## src/rtl/fp_arb_pkg.sv

```systemverilog
// Shared types and defaults for the fp_mult arbiter and its sub-modules.
package fp_arb_pkg;

    // Pipeline depth of the fp_mult core, in clock-enabled cycles.
    localparam int DEFAULT_LATENCY = 11;

    // Tag id field is sized for the largest supported requester count (8).
    localparam int MAX_ID_W = 3;

    // Core status flags, in the bit order the core presents them.
    typedef struct packed {
        logic ov;
        logic un;
        logic zero;
        logic nan;
    } fp_flags_t;

    // Ownership tag that travels alongside each operation in the core.
    typedef struct packed {
        logic                valid;
        logic [MAX_ID_W-1:0] id;
    } tag_t;

endpackage

```

## src/rtl/fp_mult_arbiter_rr_arbiter.sv

```systemverilog
// Round-robin arbiter: combinational one-hot grant, search starts one past
// the last accepted winner; the pointer moves only when a grant is taken.
module rr_arbiter #(
    parameter int N    = 4,
    parameter int ID_W = $clog2(N)
) (
    input  logic            clk,
    input  logic            reset_n,
    input  logic [N-1:0]    req,
    input  logic            en,
    input  logic            advance,
    output logic [N-1:0]    gnt,
    output logic [ID_W-1:0] gnt_id
);

    logic [ID_W-1:0] last_q;
    logic [ID_W-1:0] last_d;
    logic [ID_W-1:0] idx;
    logic            found;

    // Priority search from last_q+1, wrapping modulo N.
    always_comb begin
        // NOTE: every signal written here gets a default first, so no path leaves it unassigned (no latch).
        gnt    = '0;
        gnt_id = '0;
        idx    = '0;
        found  = 1'b0;
        for (int off = 1; off <= N; off++) begin
            idx = ID_W'((int'(last_q) + off) % N);
            if (en && req[idx] && !found) begin
                gnt[idx] = 1'b1;
                gnt_id   = idx;
                found    = 1'b1;
            end
        end
    end

    // Next pointer: follows the winner only on an accepted transfer.
    always_comb begin
        last_d = advance ? gnt_id : last_q;
    end

    // Pointer register; resets to N-1 so requester 0 has first priority.
    always_ff @(posedge clk or negedge reset_n) begin
        // NOTE: sequential state uses non-blocking assignments so every register samples pre-edge values.
        if (!reset_n) last_q <= ID_W'(N - 1);
        else          last_q <= last_d;
    end

endmodule

```

## src/rtl/fp_mult_arbiter.sv

```systemverilog
// Shares one pipelined fp_mult core among N_REQ requesters. Each issued
// operation carries an owner tag through a shift pipe that mirrors the core;
// a stalled owner freezes core, operands and tags together via mult_clk_en.
module fp_mult_arbiter
    import fp_arb_pkg::*;
#(
    parameter int N_REQ   = 4,
    parameter int LATENCY = DEFAULT_LATENCY,
    parameter int ID_W    = $clog2(N_REQ)
) (
    input  logic                clk,
    input  logic                reset_n,
    input  logic [N_REQ-1:0]    req_valid,
    output logic [N_REQ-1:0]    req_ready,
    input  logic [N_REQ*32-1:0] req_a,
    input  logic [N_REQ*32-1:0] req_b,
    output logic [N_REQ-1:0]    resp_valid,
    input  logic [N_REQ-1:0]    resp_ready,
    output logic [31:0]         resp_result,
    output logic [3:0]          resp_flags,
    output logic [31:0]         mult_dataa,
    output logic [31:0]         mult_datab,
    output logic                mult_clk_en,
    input  logic [31:0]         mult_result,
    input  logic [3:0]          mult_flags,
    output logic                busy
);

    // Stage 0 pairs with the operand registers; stage LATENCY pairs with mult_result.
    tag_t            tag_q [LATENCY+1];
    tag_t            tag_d;
    tag_t            out_tag;
    logic [31:0]     dataa_q, dataa_d;
    logic [31:0]     datab_q, datab_d;
    logic [31:0]     a_sel, b_sel;
    logic [ID_W-1:0] gnt_id;
    logic            out_ready;
    logic            stall;
    logic            accept;
    logic            arb_en;
    fp_flags_t       core_flags;

    assign out_tag = tag_q[LATENCY];

    // Ready of the requester that owns the result currently at the core output.
    always_comb begin
        out_ready = 1'b0;
        for (int i = 0; i < N_REQ; i++) begin
            if (out_tag.id == MAX_ID_W'(i)) out_ready = resp_ready[i];
        end
    end

    assign stall       = out_tag.valid && !out_ready;
    assign mult_clk_en = !stall;
    // Grants are suppressed during reset so req_ready reads 0 while reset_n is low.
    assign arb_en      = !stall && reset_n;
    assign accept      = |(req_valid & req_ready);

    rr_arbiter #(
        .N    (N_REQ),
        .ID_W (ID_W)
    ) u_rr_arbiter (
        .clk     (clk),
        .reset_n (reset_n),
        .req     (req_valid),
        .en      (arb_en),
        .advance (accept),
        .gnt     (req_ready),
        .gnt_id  (gnt_id)
    );

    // Operand mux driven by the one-hot grant; only feeds registers.
    always_comb begin
        a_sel = '0;
        b_sel = '0;
        for (int i = 0; i < N_REQ; i++) begin
            if (req_ready[i]) begin
                a_sel = req_a[i*32 +: 32];
                b_sel = req_b[i*32 +: 32];
            end
        end
    end

    // Issue-stage next state: load winner operands on accept, otherwise hold.
    always_comb begin
        dataa_d     = accept ? a_sel : dataa_q;
        datab_d     = accept ? b_sel : datab_q;
        tag_d.valid = accept;
        tag_d.id    = accept ? MAX_ID_W'(gnt_id) : '0;
    end

    // Operand registers feeding the core.
    always_ff @(posedge clk or negedge reset_n) begin
        if (!reset_n) begin
            dataa_q <= '0;
            datab_q <= '0;
        end else begin
            dataa_q <= dataa_d;
            datab_q <= datab_d;
        end
    end

    // Tag pipe: shifts in lockstep with the core, frozen while stalled.
    always_ff @(posedge clk or negedge reset_n) begin
        if (!reset_n) begin
            // NOTE: this array is reset because its valid bits are control state; a pure data RAM would not be.
            for (int i = 0; i <= LATENCY; i++) tag_q[i] <= '0;
        end else if (!stall) begin
            tag_q[0] <= tag_d;
            for (int i = 1; i <= LATENCY; i++) tag_q[i] <= tag_q[i-1];
        end
    end

    // Busy whenever any registered tag stage holds a live operation.
    always_comb begin
        busy = 1'b0;
        for (int i = 0; i <= LATENCY; i++) busy = busy | tag_q[i].valid;
    end

    // Steer the shared result to its owner.
    always_comb begin
        resp_valid = '0;
        for (int i = 0; i < N_REQ; i++) begin
            resp_valid[i] = out_tag.valid && (out_tag.id == MAX_ID_W'(i));
        end
    end

    assign core_flags  = mult_flags;
    assign resp_flags  = core_flags;
    assign resp_result = mult_result;
    assign mult_dataa  = dataa_q;
    assign mult_datab  = datab_q;

endmodule
```

## config.mk

```make
export PLATFORM = sky130hd
export DESIGN_NAME = fp_mult_arbiter
export DESIGN_NICKNAME = d
export VERILOG_FILES = /design/src/rtl/fp_arb_pkg.sv /design/src/rtl/fp_mult_arbiter_rr_arbiter.sv /design/src/rtl/fp_mult_arbiter.sv
export SDC_FILE = /design/constraint.sdc
export NUM_CORES = 1
export LEC_CHECK = 0
export BUFFER_PORTS_ARGS = -buffer_cell sky130_fd_sc_hd__buf_2
export CAP_MARGIN = 0
export CORE_AREA = 2 2 161 163
export CTS_CLUSTER_DIAMETER = 30
export DETAILED_ROUTE_END_ITERATION = 16
export DIE_AREA = 0 0 163 165
export PLACE_DENSITY = 0.56
export SYNTH_ARGS = -nofsm -noshare
export SYNTH_HDL_FRONTEND = slang
export SYNTH_SLANG_ARGS = --single-unit
```

## constraint.sdc

```tcl
create_clock -name clk -period 4.8 [get_ports clk]
set_clock_uncertainty 0.15 [all_clocks]
set_input_delay 0.48 -clock clk [delete_from_list [all_inputs] [get_ports clk]]
set_output_delay 0.48 -clock clk [all_outputs]
set_load 0.01 [all_outputs]
```

==> results_dict.tcl, run 1 <==
set metrics [dict create \
    postRouteAntennaNets 0 \
    wl_per_cell_um 20.8 \
    drtIter0Drc 560 \
    nets 1360 \
    die-area_um2 26900 \
    io_pins 412 \
    syn_nets 1103 \
    syn2layout_area_growth_pct 28.3 \
    synth_edf_count 0 \
    cts_tree "done" \
    clk_pin_slew_ns 0.08 \
    startpoint_type "register" \
    total_power_mw 6.43 \
    die_y_um 165 \
    r2r-end "mult_datab[5]" \
    post_drt_via_cell_ratio 5.24 \
    first_global_vias 6939 \
    worst_setup_path_end_kind "primary output" \
    port_buffers 339 \
    dpl.hpwl_um 22000 \
    slowest_stage "dfstp_2" \
    final_cell_mix "buf_2, a31oi_1, dfrtp_1" \
    synth_seq_area_share_pct 36.8 \
    worst-setup-path-type "reg2out" \
    postSynth.asyncResetShare_pct 100 \
    fmax_mhz 229 \
    setup_violations 0 \
    clkPwrFrac_pct 11.8 \
    syn_inst 793 \
    min_period_ns 4.37 \
    drive_gt1_share_pct 40.6 \
    place.gp.congestion 0.919 \
    cpPeakStageDelay_ns 0.72 \
    worstMarginPinSlew_ns 0.872 \
    rrSetupSlack_ns 0.57 \
    path_buf_inv 3 \
    p_sw_share_pct 47.5 \
    synth.avg_cell_area_um2 8.76 \
    reg2reg_from "u_rr_arbiter.last_q[0]" \
    clock_path_buffers 2 \
    cts_hold_buf 1 \
    via_count 7280 \
    rows 58 \
    hold_class "in2reg" \
    grt_max_degree 92 \
    max-cap-violations 0 \
    crit_family "simple AND/OR/NAND/NOR gates" \
    ys.flop_type "dfrtp_1" \
    worstSkewPairLatency_ns 0.34 \
    rsz0062_at_grt "false" \
    track_usage_pct 20.8 \
    root_buffer "clkbuf_16" \
    synth_area_um2 6940 \
    antenna_found_initial 9 \
    pwr-share-seq_pct 24.8 \
    path_cells "inv_1 -> ha_1 -> mux4_2 -> nor4b_4 -> nand2_1 -> o21a_2 -> buf_12 -> nor2_1 -> buf_2" \
    required_ns 4.17 \
    cp_data_arrival_time_ns 3.74 \
    routed_wl_um 28900 \
    whs_path_depth 3 \
    p_leak_nw 4.18 \
    cts_resized 0 \
    max-vdd-ir-drop_uv 482 \
    grt_pass1_wl_um 41800 \
    power_density_nw_per_um2 722 \
    worst_r2r_path_depth 10 \
    final_hold_viol_count 0 \
    finalCritPeriodShare_pct 91.0 \
    status "completed" \
    start_util_pct 27.7 \
    combPwrFrac_pct 63.4 \
    min_from "req_b[124]" \
    p_int_mw 3.38 \
    drc 0 \
    drt_pass1_iterations 5 \
    ys_warn_count 0 \
    cts.sinks 102 \
    relSlewSlack_pct 41.9 \
    core-area_um2 25000 \
    worstPathMaxFanout 56 \
    synth_seq_cells 102 \
    p_switching_mw 3.05 \
    cts_buffers 9 \
    ys_types 48 \
    min_to "mult_datab[28]" \
    fin_setup_tns_ns 0 \
    fp.dieW_um 163 \
    htreeDepth 3 \
    post_cts_buffers 0 \
    grt_overflow 0 \
    mostFrequentLayoutCell "buf_2" \
    slew_viol_final 0 \
]
## routing by layer
layer	vias up	track usage (%)	wire length (um)
met2	318	34.2	14100
met4	4	8.33	951
met1	3549	25.8	11700
met3	44	5.68	2240
li1	3365	-	-
met5	-	0	22
## registers in the layout, summed over array words and instances (netlist names)
| signal | flops |
|---|---|
| mult_datab | 32 |
| tag_q | 33 |
| out_tag | 3 |
| u_rr_arbiter.last_q | 2 |
| mult_dataa | 32 |
## area by class of cell
cell class | instances | area, um2
fillers | 2643 | 16100
multi-input cells | 509 | 3450
flip-flops and latches | 102 | 2550
repair buffers | 358 | 1920
well taps | 330 | 413
inverters | 70 | 263
clock buffers | 12 | 246
clock inverters | 3 | 45.0
diodes | 6 | 15.0
## power groups by stage
| stage | clock network, mW | registers, mW | logic [mW] |
|---|---|---|---|
| after floorplan | 0 | 1.65 | 2.83 |
| after global placement | 0 | 1.60 | 4.05 |
| after detailed placement | 0 | 1.61 | 4.09 |
| after CTS | 0.776 | 1.60 | 4.09 |
| after global routing | 0.812 | 1.65 | 4.47 |
| final | 0.757 | 1.59 | 4.08 |
## tightest hold or removal path, stage by stage
cell	delay [ns]
buf_2	0.10
nand2_1	0.04
a31oi_1	0.07
## Yosys cell counts (2+ instances only)
master	instances	area share [%]
a31oi_1	118	11
dfrtp_1	100	36
nand2_1	80	4.3
inv_1	70	3.8
nor2_1	70	3.8
nand3_1	66	4.8
a221o_1	64	9.2
buf_4	41	4.4
buf_2	36	2.6
mux2_2	32	5.2
clkbuf_1	23	1.2
a31oi_2	10	1.8
ha_1	8	1.4
mux2i_1	7	1.0
and2_1	6	0.54
buf_8	5	1.1
o21ai_0	5	0.36
buf_1	4	0.22
mux4_2	4	1.3
nor2b_1	4	0.36
a21oi_1	3	0.22
a22oi_1	3	0.32
nor4_1	3	0.27
a22o_1	2	0.25
and3_1	2	0.18
buf_6	2	0.32
dfstp_2	2	0.76
nand2b_1	2	0.18
nor3b_1	2	0.22
## how the worst max path moves through the flow
stage / start / end / slack [ns] / cells after the start
2_1_floorplan: u_rr_arbiter.last_q[1] / req_ready[3] / 1.39 / 9
3_3_place_gp: u_rr_arbiter.last_q[0] / mult_dataa[0] / 0.74 / 10
3_5_place_dp: u_rr_arbiter.last_q[0] / mult_datab[5] / 0.60 / 10
4_1_cts: u_rr_arbiter.last_q[0] / req_ready[1] / 0.44 / 9
5_1_grt: u_rr_arbiter.last_q[0] / req_ready[1] / 0.24 / 9
6_report: u_rr_arbiter.last_q[0] / req_ready[1] / 0.43 / 9
## through the flow
| step | utilization [%] | area, um2 | std cells | setup slack, ns | hold slack (ns) |
|---|---|---|---|---|---|
| global placement | 34.3 | 8590 | 1368 | 0.735 | 0.170 |
| global route | 35.5 | 8900 | 1386 | 0.240 | 0.222 |
| detailed placement | 34.3 | 8590 | 1368 | 0.602 | 0.169 |
| finish | 35.6 | 8910 | 1390 | 0.433 | 0.224 |
| CTS | 35.5 | 8890 | 1384 | 0.440 | 0.209 |
| floorplan | - | 6940 | 793 | 1.39 | 0.0344 |
## cells by family after synthesis
group                      Yosys count  synth area share (%)
and+or+nand+nor                    238                  15.2
AOI/OAI and AO/OA                  220                  25.1
buffers and inverters              182                  14.0
DFF                                102                  36.8
muxes                               43                  7.50
adders and majority gates            8                  1.44
Note: power is estimated with default switching activity, not from simulation.
==> inputs of run 2 (changes only) <==
--- a/config.mk
+++ b/config.mk
@@ -11,7 +11,7 @@
 export CTS_CLUSTER_DIAMETER = 30
 export DETAILED_ROUTE_END_ITERATION = 16
 export DIE_AREA = 0 0 163 165
-export PLACE_DENSITY = 0.56
+export PLACE_DENSITY = 0.58
 export SYNTH_ARGS = -nofsm -noshare
 export SYNTH_HDL_FRONTEND = slang
 export SYNTH_SLANG_ARGS = --single-unit
==> constraint.sdc (replaced) <==
create_clock -name clk -period 3.91 [get_ports clk]
set_clock_uncertainty 0.15 [all_clocks]
set_input_delay 0.391 -clock clk [delete_from_list [all_inputs] [get_ports clk]]
set_output_delay 0.391 -clock clk [all_outputs]
set_load 0.01 [all_outputs]
==> results_dict.tcl, run 2 (synthesis results as in run 1) <==
set metrics [dict create \
    status "completed" \
    fmax_mhz 265 \
    drtIter0Drc 628 \
    slowest_stage "dfstp_2" \
    root_buffer "clkbuf_16" \
    final_cell_mix "buf_2, a31oi_1, dfrtp_1" \
    cp_data_arrival_time_ns 3.23 \
    grt_pass1_wl_um 40600 \
    worst_setup_path_end_kind "primary output" \
    track_usage_pct 20.1 \
    path_buf_inv 3 \
    mostFrequentLayoutCell "buf_2" \
    routed_wl_um 28800 \
    slew_viol_final 0 \
    syn2layout_area_growth_pct 29.6 \
    r2r-end "mult_datab[5]" \
    p_leak_nw 4.24 \
    die_y_um 165 \
    cts.sinks 102 \
    postRouteAntennaNets 0 \
    via_count 7239 \
    worstSkewPairLatency_ns 0.36 \
    worstSetupStartpoint "u_rr_arbiter.last_q[0]" \
    nets 1366 \
    cp_num_cells 8 \
    relSlewSlack_pct 49.1 \
    reg2reg_from "u_rr_arbiter.last_q[0]" \
    drt_pass1_iterations 6 \
    cpPeakStageDelay_ns 0.53 \
    rows 58 \
    largest_register_ffs 33 \
    pre_cts_ws_ns 0.173 \
    cts_tree "done" \
    cts_buffers 9 \
    worstMarginPinSlew_ns 0.764 \
    start_util_pct 27.7 \
    first_global_vias 6721 \
    regMostFlops "tag_q" \
    place.gp.congestion 0.919 \
    total_power_mw 8.05 \
    grt_max_degree 91 \
    clk_pin_slew_ns 0.09 \
    rsz0062_at_grt "false" \
    fin_ws_ns 0.142 \
    io_pins 412 \
    drc 0 \
    port_buffers 339 \
    fin_setup_tns_ns 0 \
    worstPathMaxFanout 45 \
    max-vdd-ir-drop_uv 472 \
    die-area_um2 26900 \
    worst-setup-path-type "reg2out" \
    dpl.hpwl_um 21000 \
    cts_hold_buf 0 \
    htreeDepth 3 \
    worst_r2r_path_depth 10 \
    finalCritPeriodShare_pct 96.4 \
    post_drt_via_cell_ratio 5.19 \
    wl_per_cell_um 20.6 \
    fp.dieW_um 163 \
    startpoint_type "register" \
    crit_family "simple AND/OR/NAND/NOR gates" \
    power_density_nw_per_um2 894 \
    final_hold_viol_count 0 \
    utilization_pct 36.0 \
    drive_gt1_share_pct 41.7 \
    endpoint "req_ready[2]" \
    required_ns 3.37 \
    rrSetupSlack_ns 0.31 \
    hold_class "in2async" \
    min_period_ns 3.77 \
    clock_path_buffers 2 \
    setup_violations 0 \
    max-cap-violations 0 \
    antenna_found_initial 9 \
    grt_overflow 0 \
    path_cells "inv_1 -> ha_2 -> mux4_2 -> nor4b_4 -> and2_2 -> o31a_4 -> buf_12 -> buf_2" \
    core-area_um2 25000 \
]
-- run 2: routing by layer --
metal,wire length [um],up-vias,global-route usage (%)
li1,-,3380,-
met1,11200,3430,24.9
met2,14000,375,33.4
met3,2560,50,5.20
met4,1060,4,8.49
met5,22,-,0
-- run 2: final cells by class --
type	instances	area (um2)
diodes	5	12.5
clock buffers	10	239
multi-input cells	510	3480
inverters	70	263
flip-flops and latches	102	2550
fillers	2657	16000
well taps	330	413
repair buffers	363	1980
clock inverters	6	60.1
-- run 2: how the worst min path moves through the flow --
| stage | start | end | slack [ns] | cells after the start |
|---|---|---|---|---|
| after floorplan | reset_n | mult_dataa[0] | -0.05 | 0 |
| after global placement | tag_q[44] | tag_q[44] | 0.31 | 2 |
| after detailed placement | tag_q[44] | tag_q[44] | 0.31 | 2 |
| after CTS | reset_n | tag_q[37] | 0.06 | 2 |
| after global routing | reset_n | tag_q[41] | 0.07 | 2 |
| final | reset_n | tag_q[37] | 0.01 | 2 |
-- run 2: timing repair --
item,4_1_cts,5_1_grt
cloned,0,1
setup buffers,1,1
pin swaps,0,2
setup endpoints to repair,2,2
resized for setup,0,6
-- run 2: stage by stage --
step,instance area (um2),hold WS (ns),cells
3_3_place_gp,8650,0.306,1372
6_report,9000,0.0102,1396
2_1_floorplan,6940,-0.0546,793
5_1_grt,9000,0.0691,1395
3_5_place_dp,8650,0.314,1372
4_1_cts,8950,0.0606,1389
-- run 2: where the power goes --
part / internal (mW) / switching [mW]
clock: 0.470 / 0.476
combinational: 2.13 / 3.07
sequential: 1.60 / 0.298
total: 4.20 / 3.85
